[src/rtl/weight_pkg.sv]
// rtl/weight_pkg.sv - shared widths, limits and saturation helper for the weight pipeline
package weight_pkg;
   localparam int RAW_W  = 24;
   localparam int NET_W  = 25;
   localparam int PROD_W = 41;
   localparam logic [RAW_W-1:0] WEIGHT_MAX = 24'h7FFFFF;
   localparam logic [RAW_W-1:0] WEIGHT_MIN = 24'h800000;
   localparam logic signed [PROD_W-1:0] SAT_HI = 41'sd8388607;
   localparam logic signed [PROD_W-1:0] SAT_LO = -41'sd8388608;

   function automatic logic [RAW_W-1:0] sat_weight(input logic signed [PROD_W-1:0] v);
      if (v > SAT_HI)
         return WEIGHT_MAX;
      else if (v < SAT_LO)
         return WEIGHT_MIN;
      else
         return v[RAW_W-1:0];
   endfunction
endpackage

[src/rtl/avg_ring.sv]
// rtl/avg_ring.sv - 2^AVG_LOG2-deep ring buffer with running sum, fill counter and primed flag
module avg_ring
   import weight_pkg::*;
#(
   parameter int AVG_LOG2 = 3
) (
   input  logic             clk_50,
   input  logic             rst_n,
   input  logic [RAW_W-1:0] raw_data,
   input  logic             raw_valid,
   output logic [RAW_W-1:0] avg,
   output logic             avg_valid,
   output logic             primed
);
   localparam int DEPTH = 1 << AVG_LOG2;
   localparam int SUM_W = RAW_W + AVG_LOG2;

   logic [RAW_W-1:0]    ring [DEPTH];
   logic [AVG_LOG2-1:0] ptr;
   logic [AVG_LOG2:0]   fill;
   logic [SUM_W-1:0]    sum;
   logic [SUM_W-1:0]    old_ext;
   logic [SUM_W-1:0]    new_ext;

   assign old_ext = {{AVG_LOG2{ring[ptr][RAW_W-1]}}, ring[ptr]};
   assign new_ext = {{AVG_LOG2{raw_data[RAW_W-1]}}, raw_data};

   // Dropping the low bits of the two's-complement sum is a floor divide.
   assign avg    = sum[SUM_W-1:AVG_LOG2];
   assign primed = (fill == (AVG_LOG2 + 1)'(DEPTH));

   always_ff @(posedge clk_50 or negedge rst_n) begin
      if (!rst_n) begin
         for (int i = 0; i < DEPTH; i++)
            ring[i] <= '0;
         ptr       <= '0;
         fill      <= '0;
         sum       <= '0;
         avg_valid <= 1'b0;
      end else begin
         avg_valid <= raw_valid;
         if (raw_valid) begin
            sum       <= sum - old_ext + new_ext;
            ring[ptr] <= raw_data;
            ptr       <= ptr + 1'b1;
            if (!primed)
               fill <= fill + 1'b1;
         end
      end
   end
endmodule

[src/rtl/weight_proc.sv]
// rtl/weight_proc.sv - averaged, tared, scaled weight with stability detect
// Optional: WEIGHT_NEG_CLAMP_EN outputs negative results as zero.
module weight_proc
   import weight_pkg::*;
#(
   parameter int AVG_LOG2    = 3,
   parameter int SCALE_MUL   = 1024,
   parameter int SCALE_SHIFT = 10,
   parameter int STABLE_TOL  = 16,
   parameter int STABLE_CNT  = 4
) (
   input  logic        clk_50,
   input  logic        rst_n,
   input  logic [23:0] raw_data,
   input  logic        raw_valid,
   input  logic        tare_req,
   output logic [23:0] weight,
   output logic        weight_valid,
   output logic        stable,
   output logic        tare_done,
   output logic        primed
);
   localparam int CNT_W = $clog2(STABLE_CNT + 1);
   localparam logic [15:0] MUL16 = 16'(SCALE_MUL);

   logic [RAW_W-1:0]         avg;
   logic                     avg_valid;
   logic [RAW_W-1:0]         tare_val;
   logic [RAW_W-1:0]         prev_avg;
   logic                     have_prev;
   logic                     tare_pend;
   logic [CNT_W-1:0]         steady_cnt;
   logic                     s2_valid;
   logic                     s2_tare;
   logic signed [NET_W-1:0]  s2_net;
   logic                     s1_go;
   logic                     consume;
   logic signed [NET_W-1:0]  diff;
   logic signed [NET_W-1:0]  diff_abs;
   logic                     steady;
   logic signed [PROD_W-1:0] prod;
   logic signed [PROD_W-1:0] res;
   logic [RAW_W-1:0]         sat;
   logic [RAW_W-1:0]         w_next;

   avg_ring #(.AVG_LOG2(AVG_LOG2)) u_ring (
      .clk_50    (clk_50),
      .rst_n     (rst_n),
      .raw_data  (raw_data),
      .raw_valid (raw_valid),
      .avg       (avg),
      .avg_valid (avg_valid),
      .primed    (primed)
   );

   // A tare request landing on the same stage-1 result is consumed immediately.
   assign s1_go    = avg_valid & primed;
   assign consume  = s1_go & (tare_pend | tare_req);
   assign diff     = $signed({avg[RAW_W-1], avg}) - $signed({prev_avg[RAW_W-1], prev_avg});
   assign diff_abs = diff[NET_W-1] ? -diff : diff;
   assign steady   = (diff_abs <= NET_W'(STABLE_TOL));

   always_ff @(posedge clk_50 or negedge rst_n) begin
      if (!rst_n) begin
         tare_val   <= '0;
         tare_pend  <= 1'b0;
         prev_avg   <= '0;
         have_prev  <= 1'b0;
         steady_cnt <= '0;
         s2_valid   <= 1'b0;
         s2_tare    <= 1'b0;
         s2_net     <= '0;
      end else begin
         s2_valid <= s1_go;
         s2_tare  <= consume;
         if (consume)
            tare_pend <= 1'b0;
         else if (tare_req)
            tare_pend <= 1'b1;
         if (s1_go) begin
            if (consume) begin
               tare_val <= avg;
               s2_net   <= '0;
            end else begin
               s2_net <= $signed({avg[RAW_W-1], avg}) - $signed({tare_val[RAW_W-1], tare_val});
            end
            if (!have_prev)
               steady_cnt <= '0;
            else if (steady) begin
               if (steady_cnt != CNT_W'(STABLE_CNT))
                  steady_cnt <= steady_cnt + 1'b1;
            end else
               steady_cnt <= '0;
            prev_avg  <= avg;
            have_prev <= 1'b1;
         end
      end
   end

   assign prod = $signed({{(PROD_W-NET_W){s2_net[NET_W-1]}}, s2_net})
               * $signed({{(PROD_W-16){1'b0}}, MUL16});
   assign res  = prod >>> SCALE_SHIFT;
   assign sat  = sat_weight(res);
`ifdef WEIGHT_NEG_CLAMP_EN
   assign w_next = sat[RAW_W-1] ? '0 : sat;
`else
   assign w_next = sat;
`endif

   always_ff @(posedge clk_50 or negedge rst_n) begin
      if (!rst_n) begin
         weight       <= '0;
         weight_valid <= 1'b0;
         tare_done    <= 1'b0;
         stable       <= 1'b0;
      end else begin
         weight_valid <= s2_valid;
         tare_done    <= s2_valid & s2_tare;
         if (s2_valid) begin
            weight <= w_next;
            stable <= (steady_cnt == CNT_W'(STABLE_CNT));
         end
      end
   end
endmodule

[config.mk]
export PLATFORM = sky130hd
export DESIGN_NAME = weight_proc
export DESIGN_NICKNAME = d
export VERILOG_FILES = /design/src/rtl/weight_pkg.sv /design/src/rtl/avg_ring.sv /design/src/rtl/weight_proc.sv
export SDC_FILE = /design/constraint.sdc
export NUM_CORES = 1
export LEC_CHECK = 0
export BUFFER_PORTS_ARGS = -buffer_cell sky130_fd_sc_hd__buf_4
export CORE_MARGIN = 5
export CORE_UTILIZATION = 55
export CTS_CLUSTER_SIZE = 10
export DETAILED_ROUTE_END_ITERATION = 10
export PLACE_DENSITY = 0.72
export SETUP_SLACK_MARGIN = 0.15
export SLEW_MARGIN = 30
export SYNTH_ARGS = -nofsm -noshare
export SYNTH_HDL_FRONTEND = slang
export SYNTH_SLANG_ARGS = --single-unit
[constraint.sdc]
create_clock -name clk_50 -period 5.94 [get_ports clk_50]
set_input_delay 0.891 -clock clk_50 [delete_from_list [all_inputs] [get_ports clk_50]]
set_output_delay 0.891 -clock clk_50 [all_outputs]
set_load 0.005 [all_outputs]
==> results.sh, run 1 <==
export IMPL_synth_cell_area_um2=18900
export IMPL_first_iter_violations=875
export IMPL_avgRoutedWirePerCell_um=17.4
export IMPL_holdCritPathClass="primary input to async pin"
export IMPL_ff2ff_setup_slack_ns=0.66
export IMPL_most_common_layout_cells="331 x sky130_fd_sc_hd__dfrtp_1, 224 x sky130_fd_sc_hd__nand2_1, 190 x sky130_fd_sc_hd__o21ai_0"
export IMPL_max_freq_mhz=189
export IMPL_grt_first_pass_wirelength_um=68500
export IMPL_post_cts_hold_buffer_count=0
export IMPL_globalRouteTotalUtil_pct=21.4
export IMPL_worst_reg_to_reg_path_cell_count=16
export IMPL_num_rows=67
export IMPL_floorplan_core_area_um2=33700
export IMPL_number_of_enable_type_register_cells_in_the_synthesized_netlist=0
export IMPL_place_worst_setup_slack_ns=0.432
export IMPL_clk_transition_reported_paths_ns=0.06
export IMPL_fin_crit_sh_pct=88.8
export IMPL_vias_in_the_first_global_route=13609
export IMPL_io_pin_count=56
export IMPL_post_route_worst_setup_slack_ns=0.662
export IMPL_cts_root_to_sink_buffers=3
export IMPL_grt_ovfl_total=0
export IMPL_final_max_slew_violation_count=0
export IMPL_finalWorstPathRequiredPeriod_ns=5.28
export IMPL_finalWeightedCongestion=0.875
export IMPL_clock_skew_final_ns=0.0222
export IMPL_antenna_found_initial=0
export IMPL_fp_dieArea_um2=38100
export IMPL_final_common_cell="sky130_fd_sc_hd__dfrtp_1"
export IMPL_yosys_area_top_type_share_pct=44.3
export IMPL_diodes=0
export IMPL_asyncSetResetFlopFracSynth_pct=100
export IMPL_grt_start_max_net_pins=124
export IMPL_ys_types=91
export IMPL_syn_nets=1946
export IMPL_cts_max_level=2
export IMPL_postSynthCellCount=1809
export IMPL_die_height_um=195
export IMPL_clk_insertion_delay_late_ns=0.54
export IMPL_detailedRoute_firstPassIterationCount=5
export IMPL_crit_path_end_kind="flip-flop"
export IMPL_via_count=13324
export IMPL_drv_cap=0
export IMPL_ys_ff_latch=334
export IMPL_crit_type="flip-flop to flip-flop"
export IMPL_tritoncts_num_buffers=40
export IMPL_tritoncts="yes"
export IMPL_areaGrowthSynthToFinish_pct=10.8
export IMPL_reg2reg_to="u_ring.sum[26]"
export IMPL_r2r_start="u_ring.ptr[0]"
export IMPL_nets=1983
export IMPL_totalWireLength_um=40100
export IMPL_hold_violations=0
export IMPL_start_kind="flip-flop"
export IMPL_share_of_synthesized_area_occupied_by_flip_flops_and_latches_pct=44.3
export IMPL_cts_root_buf="sky130_fd_sc_hd__clkbuf_16"
export IMPL_outcome="completed"
export IMPL_ys_dominant_reg_cell="sky130_fd_sc_hd__dfrtp_1"
export IMPL_place_hpwl_um=27800
export IMPL_netlist_top_cell_by_area="sky130_fd_sc_hd__dfrtp_1"
export IMPL_setup_violations=0
export IMPL_post_route_cells_drive_above_1_share_pct=19.3
export IMPL_worst_slew_pin_transition_ns=0.959
export IMPL_postSynthAreaPerCell_um2=10.4
export IMPL_io_buffers=55
export IMPL_detail_route_antenna_nets=0
export IMPL_detail_route_vias_per_cell=5.78
export IMPL_timing_critical_path_required_ns=6.39
export IMPL_setup_repair_after_global_routing_missed_its_margin="no"
export IMPL_critical_path_max_fanout=18
export IMPL_synth_top_cells_by_area="sky130_fd_sc_hd__dfrtp_1 44%, sky130_fd_sc_hd__mux2_2 8.9%, sky130_fd_sc_hd__mux4_2 5.7%"
export IMPL_worst_endpoint_arrival_ns=5.72
export IMPL_hold_slack_ns=0.218
export IMPL_residual_drc_count=0
export IMPL_yosysWarningCount=0
export IMPL_floorplan_initialDensity_pct=56.0
export IMPL_slew_headroom_pct=35.8
export IMPL_critical_path_startpoint="u_ring.ptr[0]"
export IMPL_fin_tns_setup_ns=0
export IMPL_clock_sink_count=334
export IMPL_die_w_um=195
[synth_stat cells (21+ instances only)]
master and count:
sky130_fd_sc_hd__ha_1 81, sky130_fd_sc_hd__clkbuf_1 69, sky130_fd_sc_hd__inv_1 173, sky130_fd_sc_hd__nand2_1 224, sky130_fd_sc_hd__dfrtp_1 334, sky130_fd_sc_hd__a21oi_1 67, sky130_fd_sc_hd__mux4_2 48, sky130_fd_sc_hd__o21ai_0 190
sky130_fd_sc_hd__nor2_1 70, sky130_fd_sc_hd__xnor2_1 40, sky130_fd_sc_hd__fa_1 28, sky130_fd_sc_hd__a21o_1 32, sky130_fd_sc_hd__mux2_2 150, sky130_fd_sc_hd__nor3_1 21
[kinds of logic (layout without fill, tap and decap cells)]
group	Yosys count	after routing	synth area share [%]
AND/OR/NAND/NOR	423	423	10.3
AO/OA/AOI/OAI	419	419	13.9
flip-flops	334	334	44.3
buffers and inverters	256	305	5.14
multiplexers	207	207	15.2
adder cells (fa/ha/maj)	109	109	8.34
XOR/XNOR	61	61	2.87
[final cells by class]
class	instances	area [um^2]
Tap cell	448	561
Timing Repair Buffer	77	643
Clock buffer	51	1090
Sequential cell	334	8360
Inverter	174	653
Fill cell	2762	12800
Clock inverter	3	28.8
Multi-Input combinational cell	1219	9580
[timing repair]
item	4_1_cts	5_1_grt
gates resized for setup	0	1
hold endpoints to repair	0	0
setup endpoints to repair	0	1
buffers inserted	0	1
[worst max-delay path by stage]
stage	slack (ns)	cells after the start	to
floorplan	0.77	18	u_ring.sum[26]
global placement	0.58	16	u_ring.sum[26]
detailed placement	0.43	16	u_ring.sum[26]
CTS	0.41	16	u_ring.sum[26]
global route	0.26	19	u_ring.sum[26]
finish	0.66	16	u_ring.sum[26]
[critical path: stages, from the launching register on]
cell and delay [ns]:
sky130_fd_sc_hd__dfrtp_4 0.67, sky130_fd_sc_hd__mux4_2 0.56, sky130_fd_sc_hd__mux2_2 0.29, sky130_fd_sc_hd__fa_1 0.49, sky130_fd_sc_hd__fa_1 0.47, sky130_fd_sc_hd__nor2b_1 0.12
sky130_fd_sc_hd__o21ai_0 0.11, sky130_fd_sc_hd__a21boi_0 0.24, sky130_fd_sc_hd__o21ai_0 0.20, sky130_fd_sc_hd__a2111oi_1 0.69, sky130_fd_sc_hd__nor3_1 0.14, sky130_fd_sc_hd__nor2_1 0.21
sky130_fd_sc_hd__a221oi_1 0.17, sky130_fd_sc_hd__o21ai_0 0.30, sky130_fd_sc_hd__nor4_1 0.09, sky130_fd_sc_hd__o31ai_1 0.28, sky130_fd_sc_hd__xnor2_1 0.15
[per-stage QoR]
stage	std cells	utilization, %	instance area (um^2)
after floorplan	1809	-	18900
after global placement	2250	58.6	19800
after detailed placement	2250	58.6	19800
after CTS	2304	62.0	20900
after global routing	2306	62.1	20900
final	2306	62.1	20900
[per-layer routing]
layer  up-vias  GRT usage, %  share of wire, %
li1       6366             -                 -
met1      6602          29.6                45
met2       290          35.8                48
met3        66          3.38               4.8
met4         0          4.97               1.9
met5         -             0                 0
[flip-flops by register name, indices dropped and copies added, names as in the netlist, 3 cells and up]
signal	count
prev_avg	24
s2_net	25
steady_cnt	3
tare_val	24
u_ring.fill	4
u_ring.ptr	3
u_ring.ring	192
u_ring.sum	27
weight	24
Power of run 1 is left out: the tool's default activity adds up to more than one toggle a clock period on the data nets, which glitch-free logic cannot reach.
==> run 2: changes to the inputs <==
ABC_AREA = 1   (was unset)
==> run 2 against run 1 <==
Effect of this change: die area grew 0.90%; first-iteration DRC count rose by 55%; final cell count is 28% higher; sequential share of layout area down 0.27 points; utilization down 0.82 points; area after synthesis grew 0.95%; critical endpoint is now u_ring.sum[21]; highest routed layer unchanged.
==> results.sh, run 2 <==
export IMPL_outcome="completed"
export IMPL_hold_violations=0
export IMPL_synth_top_cells_by_area="sky130_fd_sc_hd__dfrtp_1 44%, sky130_fd_sc_hd__nand2_1 13%, sky130_fd_sc_hd__o21ai_0 11%"
export IMPL_antenna_found_initial=0
export IMPL_synth_cell_area_um2=19100
export IMPL_io_pin_count=56
export IMPL_timing_critical_path_required_ns=6.37
export IMPL_floorplan_core_area_um2=34400
export IMPL_reg2reg_to="u_ring.sum[21]"
export IMPL_critPathMostFrequentCell="sky130_fd_sc_hd__nand2_1"
export IMPL_totalWireLength_um=48200
export IMPL_ys_ff_latch=334
export IMPL_placedCellCount=2889
export IMPL_worst_endpoint_arrival_ns=5.45
export IMPL_stdcell_area_um2=21100
export IMPL_first_iter_violations=1358
export IMPL_nets=2615
export IMPL_share_of_synthesized_area_occupied_by_flip_flops_and_latches_pct=43.9
export IMPL_post_synth_top_count_cell="sky130_fd_sc_hd__nand2_1"
export IMPL_top_register="u_ring.ring"
export IMPL_slew_headroom_pct=37.0
export IMPL_dpl_instance_area_um2=19900
export IMPL_holdCritPathClass="primary input to async pin"
export IMPL_r2r_start="u_ring.ptr[2]"
export IMPL_yosysWarningCount=0
export IMPL_clk_insertion_delay_late_ns=0.56
export IMPL_post_route_worst_setup_slack_ns=0.923
export IMPL_syn_nets=2593
export IMPL_num_rows=68
export IMPL_post_route_cells_drive_above_1_share_pct=7.16
export IMPL_io_buffers=55
export IMPL_detail_route_antenna_nets=0
export IMPL_cts_setup_buffers=0
export IMPL_critical_path_slowest_cell="sky130_fd_sc_hd__clkinv_1"
export IMPL_crit_type="flip-flop to flip-flop"
export IMPL_finish_cell_count_without_fillers=2942
export IMPL_finalWorstPathRequiredPeriod_ns=5.02
export IMPL_setup_repair_after_global_routing_missed_its_margin="no"
export IMPL_path_cells="nand2_1 -> clkinv_1 -> o211ai_1 -> o2111ai_1 -> fa_1 -> inv_1 -> ha_1 -> a21oi_1 -> nand2_1 -> nand2_1 -> nand2_1 -> a21oi_1 -> o21ai_1 -> a21oi_1 -> o21ai_1 -> a21boi_0 -> o21bai_1 -> nand2_1 -> nand3b_1 -> nand3_1 -> o21ai_0"
export IMPL_via_count=16130
export IMPL_grt_ovfl_total=0
export IMPL_residual_drc_count=0
export IMPL_critical_path_max_fanout=25
export IMPL_cts_max_level=2
export IMPL_asyncSetResetFlopFracSynth_pct=100
export IMPL_number_of_enable_type_register_cells_in_the_synthesized_netlist=0
export IMPL_critical_path_max_stage_delay_ns=0.75
export IMPL_vias_in_the_first_global_route=15754
export IMPL_die_w_um=196
export IMPL_ff2ff_setup_slack_ns=0.92
export IMPL_globalRouteTotalUtil_pct=25.4
export IMPL_ys_types=52
export IMPL_avgRoutedWirePerCell_um=16.4
export IMPL_postCtsResizedCells=0
export IMPL_tritoncts="yes"
export IMPL_setup_violations=0
export IMPL_fin_crit_sh_pct=84.5
export IMPL_detailedRoute_firstPassIterationCount=5
export IMPL_diodes=0
export IMPL_most_common_layout_cells="674 x sky130_fd_sc_hd__nand2_1, 406 x sky130_fd_sc_hd__o21ai_0, 333 x sky130_fd_sc_hd__dfrtp_1"
export IMPL_synth_top_cells_by_count="674 x sky130_fd_sc_hd__nand2_1, 406 x sky130_fd_sc_hd__o21ai_0, 334 x sky130_fd_sc_hd__dfrtp_1"
export IMPL_grt_first_pass_wirelength_um=80300
export IMPL_place_worst_setup_slack_ns=1.16
export IMPL_fp_dieArea_um2=38500
export IMPL_detail_route_vias_per_cell=5.48
export IMPL_yosys_area_top_type_share_pct=43.9
export IMPL_post_cts_hold_buffer_count=0
export IMPL_start_kind="flip-flop"
export IMPL_worst_reg_to_reg_path_cell_count=21
export IMPL_postSynthCellCount=2456
export IMPL_grt_start_max_net_pins=116
export IMPL_clock_sink_count=334
export IMPL_final_max_slew_violation_count=0
export IMPL_floorplan_initialDensity_pct=55.4
export IMPL_ys_dominant_reg_cell="sky130_fd_sc_hd__dfrtp_1"
export IMPL_cts_root_buf="sky130_fd_sc_hd__clkbuf_16"
export IMPL_die_height_um=196
export IMPL_clk_transition_reported_paths_ns=0.06
export IMPL_netlist_top_cell_by_area="sky130_fd_sc_hd__dfrtp_1"
export IMPL_drv_cap=0
export IMPL_max_freq_mhz=199
export IMPL_postSynthAreaPerCell_um2=7.76
export IMPL_finalWeightedCongestion=0.867
export IMPL_tritoncts_num_buffers=40
export IMPL_cts_root_to_sink_buffers=3
export IMPL_crit_path_end_kind="flip-flop"
export IMPL_biggestRegsByFlops="u_ring.ring x192, u_ring.sum x27, s2_net x25"
export IMPL_clock_skew_final_ns=0.0137
export IMPL_areaGrowthSynthToFinish_pct=10.5
export IMPL_fin_tns_setup_ns=0
export IMPL_number_of_flip_flops_in_the_largest_register=192
export IMPL_final_common_cell="sky130_fd_sc_hd__nand2_1"
export IMPL_worst_slew_pin_transition_ns=0.940
export IMPL_place_hpwl_um=33700
## run 2: cell types whose count changed after synthesis, sizes merged, moves of 18 or more
| cell | previous run | this run |
|---|---|---|
| nand2 | 226 | 687 |
| o21ai | 193 | 412 |
| mux2 | 151 | 0 |
| inv | 173 | 299 |
| nor2 | 70 | 163 |
| nand3 | 18 | 87 |
| mux4 | 48 | 0 |
| a21o | 33 | 4 |
| xnor2 | 40 | 12 |
| clkbuf | 69 | 93 |
| o2111ai | 1 | 23 |
| o211ai | 7 | 25 |
## run 2: layout make-up
class	instances	area, um^2
sequential	334	8360
clock inverter	3	76.3
multi-input combinational	1722	9190
inverter	301	1130
timing repair buffer	79	641
clock buffer	48	1090
fill	3081	13300
tap	455	569
## run 2: cell families after synthesis
family | synth area share [%]
compound gates | 17.5
xor+xnor | 1.52
fa+ha+maj | 8.26
buf+inv | 8.00
flops | 43.9
simple gates | 20.9
## run 2: worst max-delay path, delay by kind of cell, from the launching register on
kind / cells / cell delay, ns
AO/OA/AOI/OAI: 10 / 2.15
adder cells (fa/ha/maj): 2 / 0.85
buffers and inverters: 2 / 0.79
flip-flops: 1 / 0.45
AND/OR/NAND/NOR: 7 / 0.64
## run 2: worst max path at each step
stage / slack, ns / from / depth (start not counted) / endpoint
after floorplan: 1.86 / u_ring.ptr[0] / 22 / u_ring.sum[24]
after global routing: 0.57 / u_ring.ptr[2] / 20 / u_ring.sum[24]
after global placement: 1.30 / u_ring.ptr[0] / 22 / u_ring.sum[21]
after detailed placement: 1.16 / u_ring.ptr[2] / 18 / u_ring.sum[22]
final: 0.92 / u_ring.ptr[2] / 21 / u_ring.sum[21]
after CTS: 1.15 / u_ring.ptr[2] / 18 / u_ring.sum[22]
## run 2: stage by stage
| step | hold WS, ns | util [%] |
|---|---|---|
| detailed placement | 0.425 | 57.8 |
| floorplan | 0.401 | - |
| CTS | 0.433 | 61.2 |
| finish | 0.255 | 61.3 |
| global placement | 0.418 | 57.7 |
| global route | 0.275 | 61.3 |
## run 2: per-layer routing
metal	global-route usage (%)	wire length [um]
met1	35.6	22100
met2	41.2	22300
met3	4.09	2350
met5	0	0
met4	7.84	1350
Power of run 2 is left out for the same reason.
==> run 3: changes to the inputs <==
clock period = 5.26 ns   (was 5.94 ns; I/O delays follow)
==> run 3 against run 2 <==
Effect of this change: first-iteration DRC count is 0.29% higher; die area stayed put; design area is 0.34% higher; global-route usage is 0.057 points higher; highest routed layer unchanged; count of clock-buffer cells in the layout is 1 higher; wire length is 1.1% higher; flip-flop and latch count stayed put; non-clock buffer count is 1 higher; register-to-register slack worse by 0.35 ns; sequential share of layout area is 0.14 points lower.
==> results.sh, run 3 (synthesis results as in run 2) <==
export IMPL_outcome="completed"
export IMPL_start_kind="flip-flop"
export IMPL_timing_critical_path_required_ns=5.73
export IMPL_fp_dieArea_um2=38500
export IMPL_floorplan_core_area_um2=34400
export IMPL_slew_headroom_pct=44.4
export IMPL_crit_type="flip-flop to flip-flop"
export IMPL_post_route_cells_drive_above_1_share_pct=7.38
export IMPL_drv_cap=0
export IMPL_clk_transition_reported_paths_ns=0.06
export IMPL_biggestRegsByFlops="u_ring.ring x192, u_ring.sum x27, s2_net x25"
export IMPL_tritoncts="yes"
export IMPL_fin_tns_setup_ns=0
export IMPL_stdcell_area_um2=21100
export IMPL_detail_route_antenna_nets=0
export IMPL_vias_in_the_first_global_route=15922
export IMPL_detailedRoute_firstPassIterationCount=6
export IMPL_io_pin_count=56
export IMPL_antenna_found_initial=0
export IMPL_postCtsResizedCells=0
export IMPL_via_count=16304
export IMPL_final_common_cell="sky130_fd_sc_hd__nand2_1"
export IMPL_clk_insertion_delay_late_ns=0.54
export IMPL_holdCritPathClass="primary input to async pin"
export IMPL_die_height_um=196
export IMPL_globalRouteTotalUtil_pct=25.5
export IMPL_num_rows=68
export IMPL_grt_ovfl_total=0
export IMPL_ff2ff_setup_slack_ns=0.58
export IMPL_clock_sink_count=334
export IMPL_critical_path_max_fanout=19
export IMPL_areaGrowthSynthToFinish_pct=10.9
export IMPL_finalWeightedCongestion=0.889
export IMPL_io_buffers=55
export IMPL_cts_max_level=2
export IMPL_finalWorstPathRequiredPeriod_ns=4.68
export IMPL_cts_setup_buffers=0
export IMPL_number_of_flip_flops_in_the_largest_register=192
export IMPL_final_max_slew_violation_count=0
export IMPL_max_freq_mhz=213
export IMPL_cts_root_to_sink_buffers=3
export IMPL_totalWireLength_um=48700
export IMPL_crit_path_end_kind="flip-flop"
export IMPL_residual_drc_count=0
export IMPL_grt_first_pass_wirelength_um=81300
export IMPL_grt_start_max_net_pins=124
export IMPL_first_iter_violations=1362
export IMPL_clock_skew_final_ns=0.0163
export IMPL_nets=2617
export IMPL_worst_endpoint_arrival_ns=5.15
export IMPL_cts_root_buf="sky130_fd_sc_hd__clkbuf_16"
export IMPL_fin_crit_sh_pct=89.1
export IMPL_place_hpwl_um=34300
export IMPL_die_w_um=196
export IMPL_avgRoutedWirePerCell_um=16.5
export IMPL_setup_repair_after_global_routing_missed_its_margin="no"
export IMPL_most_common_layout_cells="674 x sky130_fd_sc_hd__nand2_1, 406 x sky130_fd_sc_hd__o21ai_0, 333 x sky130_fd_sc_hd__dfrtp_1"
export IMPL_setup_violations=0
export IMPL_detail_route_vias_per_cell=5.53
export IMPL_tritoncts_num_buffers=41
export IMPL_floorplan_initialDensity_pct=55.4
export IMPL_post_cts_hold_buffer_count=0
export IMPL_worst_slew_pin_transition_ns=0.834
export IMPL_diodes=0
export IMPL_top_register="u_ring.ring"
export IMPL_hold_violations=0
export IMPL_dpl_instance_area_um2=19900
run 3: layout make-up:
cell class	instances	area [um^2]
Multi-Input combinational cell	1722	9200
Timing Repair Buffer	80	673
Inverter	301	1130
Sequential cell	334	8360
Tap cell	455	569
Clock inverter	8	138
Fill cell	3068	13200
Clock buffer	49	1070
run 3: stage by stage:
stage          utilization [%]  cells  hold slack (ns)  setup WS [ns]
6_report                  61.5   2949            0.110          0.575
5_1_grt                   61.5   2949            0.113          0.258
4_1_cts                   61.3   2947            0.360          0.637
3_5_place_dp              57.8   2890            0.432          0.678
3_3_place_gp              57.8   2890            0.413          0.794
2_1_floorplan                -   2456            0.401           1.18
run 3: per-layer routing:
| layer | GRT usage, % | vias to the layer above | routed length, um |
|---|---|---|---|
| met4 | 6.98 | 0 | 1180 |
| met2 | 42.0 | 477 | 22900 |
| met5 | 0 | - | 0 |
| li1 | - | 8018 | - |
| met1 | 35.7 | 7728 | 22000 |
| met3 | 3.62 | 81 | 2620 |
run 3: final timing paths:
| kind | to | start | depth (start not counted) |
|---|---|---|---|
| setup / recovery | u_ring.sum[24] | u_ring.ptr[2] | 20 |
| min in group clk_50 | weight_valid | s2_valid | 0 |
| max in group asynchronous | u_ring.ring[188] | rst_n | 3 |
| setup reg to reg | u_ring.sum[24] | u_ring.ptr[2] | 20 |
| hold reg to reg | weight_valid | s2_valid | 0 |
| hold / removal | s2_net[9] | rst_n | 1 |
run 3: worst max-delay path, cell delays in order, from the launching register on:
cell	delay, ns
sky130_fd_sc_hd__dfrtp_1	0.46
sky130_fd_sc_hd__nand2_1	0.15
sky130_fd_sc_hd__inv_1	0.64
sky130_fd_sc_hd__o211ai_1	0.18
sky130_fd_sc_hd__o2111ai_1	0.17
sky130_fd_sc_hd__fa_1	0.50
sky130_fd_sc_hd__fa_1	0.44
sky130_fd_sc_hd__inv_1	0.12
sky130_fd_sc_hd__nand3_1	0.08
sky130_fd_sc_hd__nand2_1	0.14
sky130_fd_sc_hd__a21oi_1	0.11
sky130_fd_sc_hd__o21ai_0	0.35
sky130_fd_sc_hd__a21boi_2	0.14
sky130_fd_sc_hd__o21ai_0	0.28
sky130_fd_sc_hd__a21boi_1	0.19
sky130_fd_sc_hd__o21ai_2	0.21
sky130_fd_sc_hd__nand2_1	0.07
sky130_fd_sc_hd__o21ai_1	0.13
sky130_fd_sc_hd__or2_2	0.12
sky130_fd_sc_hd__nand3_1	0.06
sky130_fd_sc_hd__nand2_1	0.07
Power of run 3 is left out for the same reason.
